`src/rtl/imem_loader_pkg.sv`:
```
// -----------------------------------------------------------------------------
// imem_loader_pkg
// Shared definitions for the instruction-memory loader: FSM state encoding,
// default geometry/timing parameters and a word-index to byte-address helper.
// -----------------------------------------------------------------------------
package imem_loader_pkg;

  // Default instruction-memory word-address width (2**8 = 256 words).
  localparam int DEF_ADDR_W   = 8;
  // Default number of cycles the CPU stays in reset after the last write.
  localparam int DEF_HOLD_CYC = 3;

  typedef enum logic [2:0] {
    ST_IDLE  = 3'd0,
    ST_RECV  = 3'd1,
    ST_WRITE = 3'd2,
    ST_HOLD  = 3'd3,
    ST_DONE  = 3'd4
  } state_t;

  // Word index -> word-aligned byte address.
  function automatic logic [31:0] word_byte_addr(input logic [31:0] idx);
    return {idx[29:0], 2'b00};
  endfunction

endpackage

```
`src/rtl/imem_word_packer.sv`:
```
// -----------------------------------------------------------------------------
// imem_word_packer
// Assembles a 32-bit word from a byte stream, most-significant byte first.
//
// Ports:
//   clk       : clock
//   reset     : asynchronous active-low reset
//   clr       : restart byte counting at the first byte of a word
//   byte_en   : a byte is transferred this cycle
//   byte_in   : byte being transferred
//   word_done : this transfer is the 4th byte of a word (combinational)
//   word_out  : complete word, valid while word_done is high
// -----------------------------------------------------------------------------
module imem_word_packer (
  input  logic        clk,
  input  logic        reset,
  input  logic        clr,
  input  logic        byte_en,
  input  logic [7:0]  byte_in,
  output logic        word_done,
  output logic [31:0] word_out
);

  // Only the first three bytes need storage; the fourth is taken straight from
  // byte_in so the word is available on the same edge it completes.
  logic [23:0] shift_reg;
  logic [1:0]  cnt_reg;

  always_ff @(posedge clk or negedge reset) begin
    if (!reset) begin
      shift_reg <= '0;
      cnt_reg   <= '0;
    end else if (clr) begin
      shift_reg <= '0;
      cnt_reg   <= '0;
    end else if (byte_en) begin
      shift_reg <= {shift_reg[15:0], byte_in};
      cnt_reg   <= cnt_reg + 2'd1;   // wraps 3 -> 0 at the end of each word
    end
  end

  assign word_done = byte_en && (cnt_reg == 2'd3);
  assign word_out  = {shift_reg, byte_in};

endmodule

```
`src/rtl/imem_loader.sv`:
```
// -----------------------------------------------------------------------------
// imem_loader
// Loads a program byte stream into instruction memory while holding the CPU in
// reset, then releases the CPU HOLD_CYC cycles after the last word is written.
//
// Ports:
//   clk        : clock, all state changes on rising edge
//   reset      : asynchronous active-low reset
//   start      : single-cycle pulse that begins a load
//   word_count : number of 32-bit words to load (sampled on accepted start)
//   in_valid   : a byte is present on in_data
//   in_data    : program bytes, MSB of each word first
//   in_ready   : a byte is accepted this cycle (RECV only)
//   imem_we    : instruction-memory write strobe
//   imem_addr  : word-aligned byte address of the write
//   imem_wdata : assembled instruction word
//   cpu_reset  : active-high CPU reset
//   busy       : load in progress (RECV, WRITE, HOLD)
//   done       : load complete, held until the next accepted start
//   err        : single-cycle pulse on a start with word_count == 0
//   checksum   : XOR of all words written in the current load
// -----------------------------------------------------------------------------
module imem_loader
  import imem_loader_pkg::*;
#(
  parameter int ADDR_W   = DEF_ADDR_W,
  parameter int HOLD_CYC = DEF_HOLD_CYC
) (
  input  logic              clk,
  input  logic              reset,
  input  logic              start,
  input  logic [ADDR_W:0]   word_count,
  input  logic              in_valid,
  input  logic [7:0]        in_data,
  output logic              in_ready,
  output logic              imem_we,
  output logic [31:0]       imem_addr,
  output logic [31:0]       imem_wdata,
  output logic              cpu_reset,
  output logic              busy,
  output logic              done,
  output logic              err,
  output logic [31:0]       checksum
);

  // Index/count are one bit wider than ADDR_W so a full-memory load
  // (word_count = 2**ADDR_W) is representable and the index never wraps.
  localparam int CNT_W  = ADDR_W + 1;
  localparam int HOLD_W = (HOLD_CYC > 0) ? $clog2(HOLD_CYC + 1) : 1;

  state_t             state_reg, state_next;
  logic [CNT_W-1:0]   word_cnt_reg;
  logic [CNT_W-1:0]   word_idx_reg;
  logic [HOLD_W-1:0]  hold_cnt_reg;
  logic [31:0]        addr_reg;
  logic [31:0]        wdata_reg;
  logic [31:0]        checksum_reg;
  logic               err_reg;

  logic               idle_or_done;
  logic               start_ok;
  logic               start_bad;
  logic               byte_en;
  logic               word_done;
  logic [31:0]        word_out;
  logic [CNT_W-1:0]   idx_inc;
  logic               last_word;

  assign idle_or_done = (state_reg == ST_IDLE) || (state_reg == ST_DONE);
  assign start_ok     = start && idle_or_done && (word_count != '0);
  assign start_bad    = start && idle_or_done && (word_count == '0);
  assign byte_en      = in_valid && (state_reg == ST_RECV);
  assign idx_inc      = word_idx_reg + 1'b1;
  assign last_word    = (idx_inc == word_cnt_reg);

  imem_word_packer u_packer (
    .clk       (clk),
    .reset     (reset),
    .clr       (start_ok),
    .byte_en   (byte_en),
    .byte_in   (in_data),
    .word_done (word_done),
    .word_out  (word_out)
  );

  always_ff @(posedge clk or negedge reset) begin
    if (!reset) begin
      state_reg    <= ST_IDLE;
      word_cnt_reg <= '0;
      word_idx_reg <= '0;
      hold_cnt_reg <= '0;
      addr_reg     <= '0;
      wdata_reg    <= '0;
      checksum_reg <= '0;
      err_reg      <= 1'b0;
    end else begin
      state_reg <= state_next;
      err_reg   <= start_bad;

      if (start_ok) begin
        word_cnt_reg <= word_count;
        word_idx_reg <= '0;
        checksum_reg <= '0;
      end

      // Latch the write beat one cycle ahead so WRITE drives registered values,
      // which then simply hold outside WRITE.
      if (word_done) begin
        wdata_reg <= word_out;
        addr_reg  <= word_byte_addr(32'(word_idx_reg));
      end

      if (state_reg == ST_WRITE) begin
        checksum_reg <= checksum_reg ^ wdata_reg;
        word_idx_reg <= idx_inc;
        if (last_word) begin
          hold_cnt_reg <= HOLD_W'(HOLD_CYC);
        end
      end

      if (state_reg == ST_HOLD) begin
        hold_cnt_reg <= hold_cnt_reg - 1'b1;
      end
    end
  end

  always_comb begin
    state_next = state_reg;
    in_ready   = 1'b0;
    imem_we    = 1'b0;
    busy       = 1'b0;
    done       = 1'b0;
    cpu_reset  = 1'b1;

    case (state_reg)
      ST_IDLE: begin
        if (start_ok) state_next = ST_RECV;
      end
      ST_RECV: begin
        in_ready = 1'b1;
        busy     = 1'b1;
        if (word_done) state_next = ST_WRITE;
      end
      ST_WRITE: begin
        imem_we = 1'b1;
        busy    = 1'b1;
        if (!last_word)         state_next = ST_RECV;
        else if (HOLD_CYC == 0) state_next = ST_DONE;
        else                    state_next = ST_HOLD;
      end
      ST_HOLD: begin
        busy = 1'b1;
        // Counter was loaded with HOLD_CYC on entry; the cycle seeing 1 is the last.
        if (hold_cnt_reg == HOLD_W'(1)) state_next = ST_DONE;
      end
      ST_DONE: begin
        done      = 1'b1;
        cpu_reset = 1'b0;
        if (start_ok) state_next = ST_RECV;
      end
      default: begin
        state_next = ST_IDLE;
      end
    endcase
  end

  assign imem_addr  = addr_reg;
  assign imem_wdata = wdata_reg;
  assign checksum   = checksum_reg;
  assign err        = err_reg;

endmodule

```
`config.mk`:
```
export PLATFORM = sky130hd
export DESIGN_NAME = imem_loader
export DESIGN_NICKNAME = d
export VERILOG_FILES = /design/src/rtl/imem_loader_pkg.sv /design/src/rtl/imem_word_packer.sv /design/src/rtl/imem_loader.sv
export SDC_FILE = /design/constraint.sdc
export NUM_CORES = 1
export LEC_CHECK = 0
export CAP_MARGIN = 20
export CORE_ASPECT_RATIO = 0.7
export CORE_MARGIN = 2
export CORE_UTILIZATION = 51
export DETAILED_ROUTE_END_ITERATION = 8
export GPL_TIMING_DRIVEN = 1
export PLACE_DENSITY = 0.77
export SYNTH_ARGS = -nofsm -noshare
export SYNTH_HDL_FRONTEND = slang
export SYNTH_SLANG_ARGS = --single-unit
```
`constraint.sdc`:
```
create_clock -name clk -period 2.4 [get_ports clk]
set_input_delay 0.48 -clock clk [delete_from_list [all_inputs] [get_ports clk]]
set_output_delay 0.48 -clock clk [all_outputs]
set_load 0.005 [all_outputs]
```
Yosys cells after proc, flatten, opt, wreduce, memory -nomap -nowiden
Cells that the tools add are included.
{"block": "op_classes", "eq_ne": 10, "add_sub_neg": 3, "reduce_logical": 17, "muxes": 21, "bitwise": 1}
{"cell": "two-way mux 32 bit", "n": 2}
{"cell": "two-way mux 24 bit", "n": 2}
{"cell": "bitwise XOR 32 bit", "n": 1}
{"cell": "two-way mux 9 bit", "n": 2}
{"cell": "two-way mux 2 bit", "n": 6}
{"cell": "case mux 3 bit (4 select lines)", "n": 1}
{"cell": "adder 9 x 1 -> 9 bit (second input constant)", "n": 1}
{"cell": "equality test 9 bit", "n": 1}
{"cell": "zero test 9 bit", "n": 1}
{"cell": "two-way mux 3 bit", "n": 3}
{"cell": "nonzero test 9 bit", "n": 1}
{"cell": "nonzero test 2 bit", "n": 4}
{"cell": "equality test 3 x 2 -> 1 bit (second input constant)", "n": 2}
{"cell": "inequality test 2 x 1 -> 1 bit (second input constant)", "n": 3}
{"cell": "logical AND 1 bit", "n": 5}
{"cell": "two-way mux 1 bit", "n": 5}
{"cell": "equality test 3 x 1 -> 1 bit (second input constant)", "n": 1}
{"cell": "equality test 3 bit (second input constant)", "n": 1}
{"cell": "zero test 3 bit", "n": 1}
{"cell": "AND reduction 3 bit", "n": 1}
{"cell": "OR reduction 3 bit", "n": 1}
{"cell": "adder 2 x 1 -> 2 bit (second input constant)", "n": 1}
{"cell": "equality test 2 x 1 -> 1 bit (second input constant)", "n": 1}
{"cell": "equality test 2 bit (second input constant)", "n": 1}
{"cell": "other kinds (4)", "n": 4}
{"block": "totals", "reg_bits": 123, "word_cells": 62, "in_bits": 21}

Depth between registers and ports, before layout
{"block": "logic_depth", "word_depth": 6, "mapped_depth": 8, "depth_no_buf": 7}

Cells and area by module
A second synthesis with hierarchy kept.
{"block": "hier_totals", "cells_unflattened": 487, "area_unflattened_um2": 5567.8}
{"module": "imem_loader", "instances": 1, "area_per_inst_um2": 4414.2, "cells_per_inst": 393}
{"module": "imem_word_packer", "instances": 1, "area_per_inst_um2": 1153.6, "cells_per_inst": 94}

Least setup slack after synthesis
Ideal clock, no wire load.
{"block": "synth_path", "path_kind": "register -> register", "startpoint": "reg word_idx_reg[0]", "endpoint": "reg hold_cnt_reg[0]", "path_slack_ns": 0.512, "setup_time_ns": 0.136, "path_buffers": 1, "path_stages_with_launch": 8, "synth_period_minus_slack_ns": 1.888, "arrival_ns": 1.753, "cell_sequence": "dfrtp_1 > ha_1 > buf_2 > and3_1 > and4_1 > or4_1 > o211ai_1 > o21ai_0"}
{"block": "synth_via", "elab_chain_cells": 4}
{"item": "start: declaration", "line": "imem_loader.sv:53", "text": "logic [CNT_W-1:0] word_idx_reg;"}
{"item": "start signal: assignment", "line": "imem_loader.sv:115", "text": "word_idx_reg <= idx_inc;"}
{"item": "adder 9 x 1 -> 9 bit", "line": "imem_loader.sv:73", "text": "assign idx_inc = word_idx_reg + 1'b1;"}
{"item": "equality test 9 bit", "line": "imem_loader.sv:74", "text": "assign last_word = (idx_inc == word_cnt_reg);"}
{"item": "nonzero test 2 bit (no source line)"}
{"item": "AND reduction 2 bit (no source line)"}
{"item": "end signal: assignment", "line": "imem_loader.sv:117", "text": "hold_cnt_reg <= HOLD_W'(HOLD_CYC);"}
{"item": "end signal: assignment", "line": "imem_loader.sv:122", "text": "hold_cnt_reg <= hold_cnt_reg - 1'b1;"}
{"item": "end: declaration", "line": "imem_loader.sv:54", "text": "logic [HOLD_W-1:0] hold_cnt_reg;"}
No other way between the ends.
A chain may end at the register's enable or synchronous reset.

Worst setup path after layout
{"block": "layout_path", "startpoint": "reg state_reg[2]", "endpoint": "out in_ready"}
{"block": "layout_via", "elab_chain_cells": 2}
{"item": "start: declaration", "line": "imem_loader.sv:51", "text": "state_t state_reg, state_next;"}
{"item": "start signal: assignment", "line": "imem_loader.sv:97", "text": "state_reg <= state_next;"}
{"item": "equality test 3 x 1 -> 1 bit", "line": "imem_loader.sv:135", "text": "case (state_reg)"}
{"item": "two-way mux 1 bit", "line": "imem_loader.sv:135"}
{"item": "end: declaration", "line": "imem_loader.sv:35", "text": "output logic in_ready,"}
No other way between the ends.

==> flow_metrics.tcl <==
set metrics [dict create \
    grt_max_degree 47 \
    critPathCaptureType "output port" \
    cp_slowest_cell "clkdlybuf4s50_1" \
    outcome "finished clean" \
    core_sq_mm 0.0109 \
    final_area_sq_mm 0.00734 \
    drt_iter0_drc 222 \
    synth_cell_type_count 41 \
    clock_skew_ns 0.00936 \
    finalSetupViolCount 0 \
    nets 639 \
    internal_power_mw 6.04 \
    grt_pass1_wl_mm 21.0 \
    via_count 4012 \
    antenna_cells 0 \
    start_kind "flop" \
    grt.total_usage 0.229 \
    setup_slack_ns 0.114 \
    synth_edf_count 0 \
    antenna_found_initial 0 \
    slew_violations 0 \
    fp.dieH_microns 92.2 \
    io_pins 123 \
    tightest_slew_ns 0.537 \
    placed_cells 749 \
    final_common_cell "dfrtp_1" \
    drt-total-wl_mm 12.8 \
    drc 0 \
    ys_warn_count 0 \
    htree_levels 4 \
    dieWidth_microns 130 \
    layout_common_cells "123 x dfrtp_1, 100 x nand2_1, 98 x clkdlybuf4s50_1" \
    power.share.clock 0.297 \
    wl_per_cell_microns 16.3 \
    syn-cell-area_sq_mm 0.00566 \
    slew-limit-headroom 0.639 \
    portBuffers 99 \
    hpwlAfterDp_mm 8.44 \
    fin_crit_sh 0.953 \
    antenna_left 0 \
    start_util 0.518 \
    die-area_sq_mm 0.0120 \
    r2r_slack_ns 0.36 \
    stdcell_count 781 \
    place_area_sq_mm 0.00673 \
    startpoint "state_reg[2]$_DFFE_PN0P_" \
    cts_tree "done" \
    pwr_density_cell_mw_per_mm2 1170 \
    period_needed_ns 2.29 \
    grt_pass1_vias 4009 \
    overflow 0 \
    hold_viol 0 \
    clockBufferDepth 2 \
    path_clk_slew_ns 0.05 \
    drt-pass1-iter-count 5 \
    power_switching_mw 2.54 \
    seq_power_share 0.396 \
    gp_congestion 0.862 \
    cts_inserted_buffers 17 \
    rr_endpoint "hold_cnt_reg[1]$_DFFE_PN0P_" \
    cts_hold_buf 0 \
    clock_latency_ns 0.41 \
    cp_data_required_time_ns 1.92 \
    switching_share 0.296 \
    total_power_mw 8.58 \
    cts_root_buffer "clkbuf_16" \
    drive_gt1_frac 0.150 \
    cp_slowest_stage_delay_ns 0.52 \
    r2r_cells 6 \
    holdWs_ns 0.0466 \
    n_fill_cell 822 \
    viasPerCell 5.14 \
    dp_slack_ns -0.0313 \
    fmax_mhz 437 \
    combPwrFrac 0.307 \
    cts_sinks 123 \
    syn_avg_cell_area_sq_um 11.0 \
    row_count 32 \
    synth_ff_type "dfrtp_1" \
    worstPathMaxFanout 5 \
    critPathKind "reg -> out" \
    r2r_start "word_idx_reg[1]$_DFFE_PN0P_" \
    min_path_type "in -> async" \
    ys_seq_elements 123 \
    rsz0062_at_grt "no" \
    ir_worst_vdd_uv 754 \
    cp.arrival_ns 1.81 \
    drv_cap 0 \
    syn_inst 513 \
    fin_util 0.671 \
    async_flop_share 1.00 \
    finalSetupTns_ns 0 \
    crit_path_cell_trace "and2b_1, and2b_4, clkdlybuf4s50_1" \
    p_leak_nw 3.45 \
    area_growth_pct 29.6 \
    seq_area_frac_synth 0.544 \
]
[critical path: cells and delay by family, from the launching register on]
family / cells / cell delay (ns)
flip-flops: 1 / 0.42
buffers and inverters: 1 / 0.52
AND/OR/NAND/NOR: 2 / 0.46
[logic make-up after synthesis]
| group | after synthesis | share of synthesized area |
|---|---|---|
| adders and majority gates | 3 | 0.00663 |
| muxes | 51 | 0.127 |
| buffers and inverters | 53 | 0.0605 |
| DFF | 123 | 0.544 |
| other | 1 | 0.000662 |
| xor gates and xnor gates | 42 | 0.0650 |
| AOI/OAI and AO/OA | 61 | 0.0641 |
| and+or+nand+nor | 179 | 0.132 |
[metal layers]
metal | vias up | GRT usage | wire length, microns
met1 | 1986 | 0.334 | 6010
met4 | 0 | 0.0869 | 214
met2 | 146 | 0.336 | 5900
met5 | - | 0 | 0
met3 | 19 | 0.0513 | 640
li1 | 1861 | - | -
[timing repair]
| action | 4_1_cts | 5_1_grt |
|---|---|---|
| endpoints found under the setup margin | 1 | 1 |
| buffers inserted | 0 | 0 |
| gates resized for setup | 1 | 1 |
| gates cloned | 0 | 0 |
[synth_stat cells, types with 2 or more instances]
library cell | number | area (sq um)
nor3_1 | 5 | 25.0
buf_6 | 5 | 56.3
buf_4 | 24 | 180
o31ai_1 | 4 | 30.0
o21ai_0 | 19 | 95.1
nor2_1 | 48 | 180
inv_1 | 3 | 11.3
o41ai_1 | 2 | 17.5
and2_1 | 3 | 18.8
nand2_1 | 100 | 375
mux2_4 | 40 | 601
a21oi_1 | 28 | 140
a32o_1 | 2 | 20.0
nand4_1 | 2 | 12.5
nor4_1 | 2 | 12.5
buf_2 | 13 | 65.1
and3_1 | 2 | 12.5
xnor2_1 | 7 | 61.3
clkbuf_1 | 8 | 30.0
nand3_1 | 8 | 40.0
dfrtp_1 | 123 | 3080
xor2_1 | 35 | 307
mux2_2 | 8 | 90.1
ha_1 | 3 | 37.5
mux2i_1 | 3 | 30.0
[power groups by stage]
stage          clock [mW]  combinational, mW  sequential [mW]
3_3_place_gp            0               2.52             3.37
5_1_grt              2.68               2.89             3.50
2_1_floorplan           0               1.49             3.26
6_report             2.55               2.63             3.40
4_1_cts              2.59               2.64             3.39
3_5_place_dp            0               2.61             3.41
[area by class of cell]
class	count	area, sq um	share of cell area
sequential	123	3080	0.419
clock buffer	25	485	0.0661
timing repair buffer	111	1130	0.154
tap	153	191	0.0261
multi-input combinational	359	2330	0.318
inverter	3	11.3	0.00153
clock inverter	7	113	0.0153
[how the worst max path moves through the flow]
stage / endpoint / slack [ns] / cells past startpoint
after CTS: done / 0.09 / 4
after global placement: word_idx_reg[2]$_DFFE_PN0P_ / 0.05 / 6
final: in_ready / 0.11 / 3
after detailed placement: word_idx_reg[3]$_DFFE_PN0P_ / -0.03 / 6
after floorplan: hold_cnt_reg[0]$_DFFE_PN0P_ / 0.51 / 7
after global routing: in_ready / 0.03 / 3
Note: power is estimated with default switching activity, not from simulation.
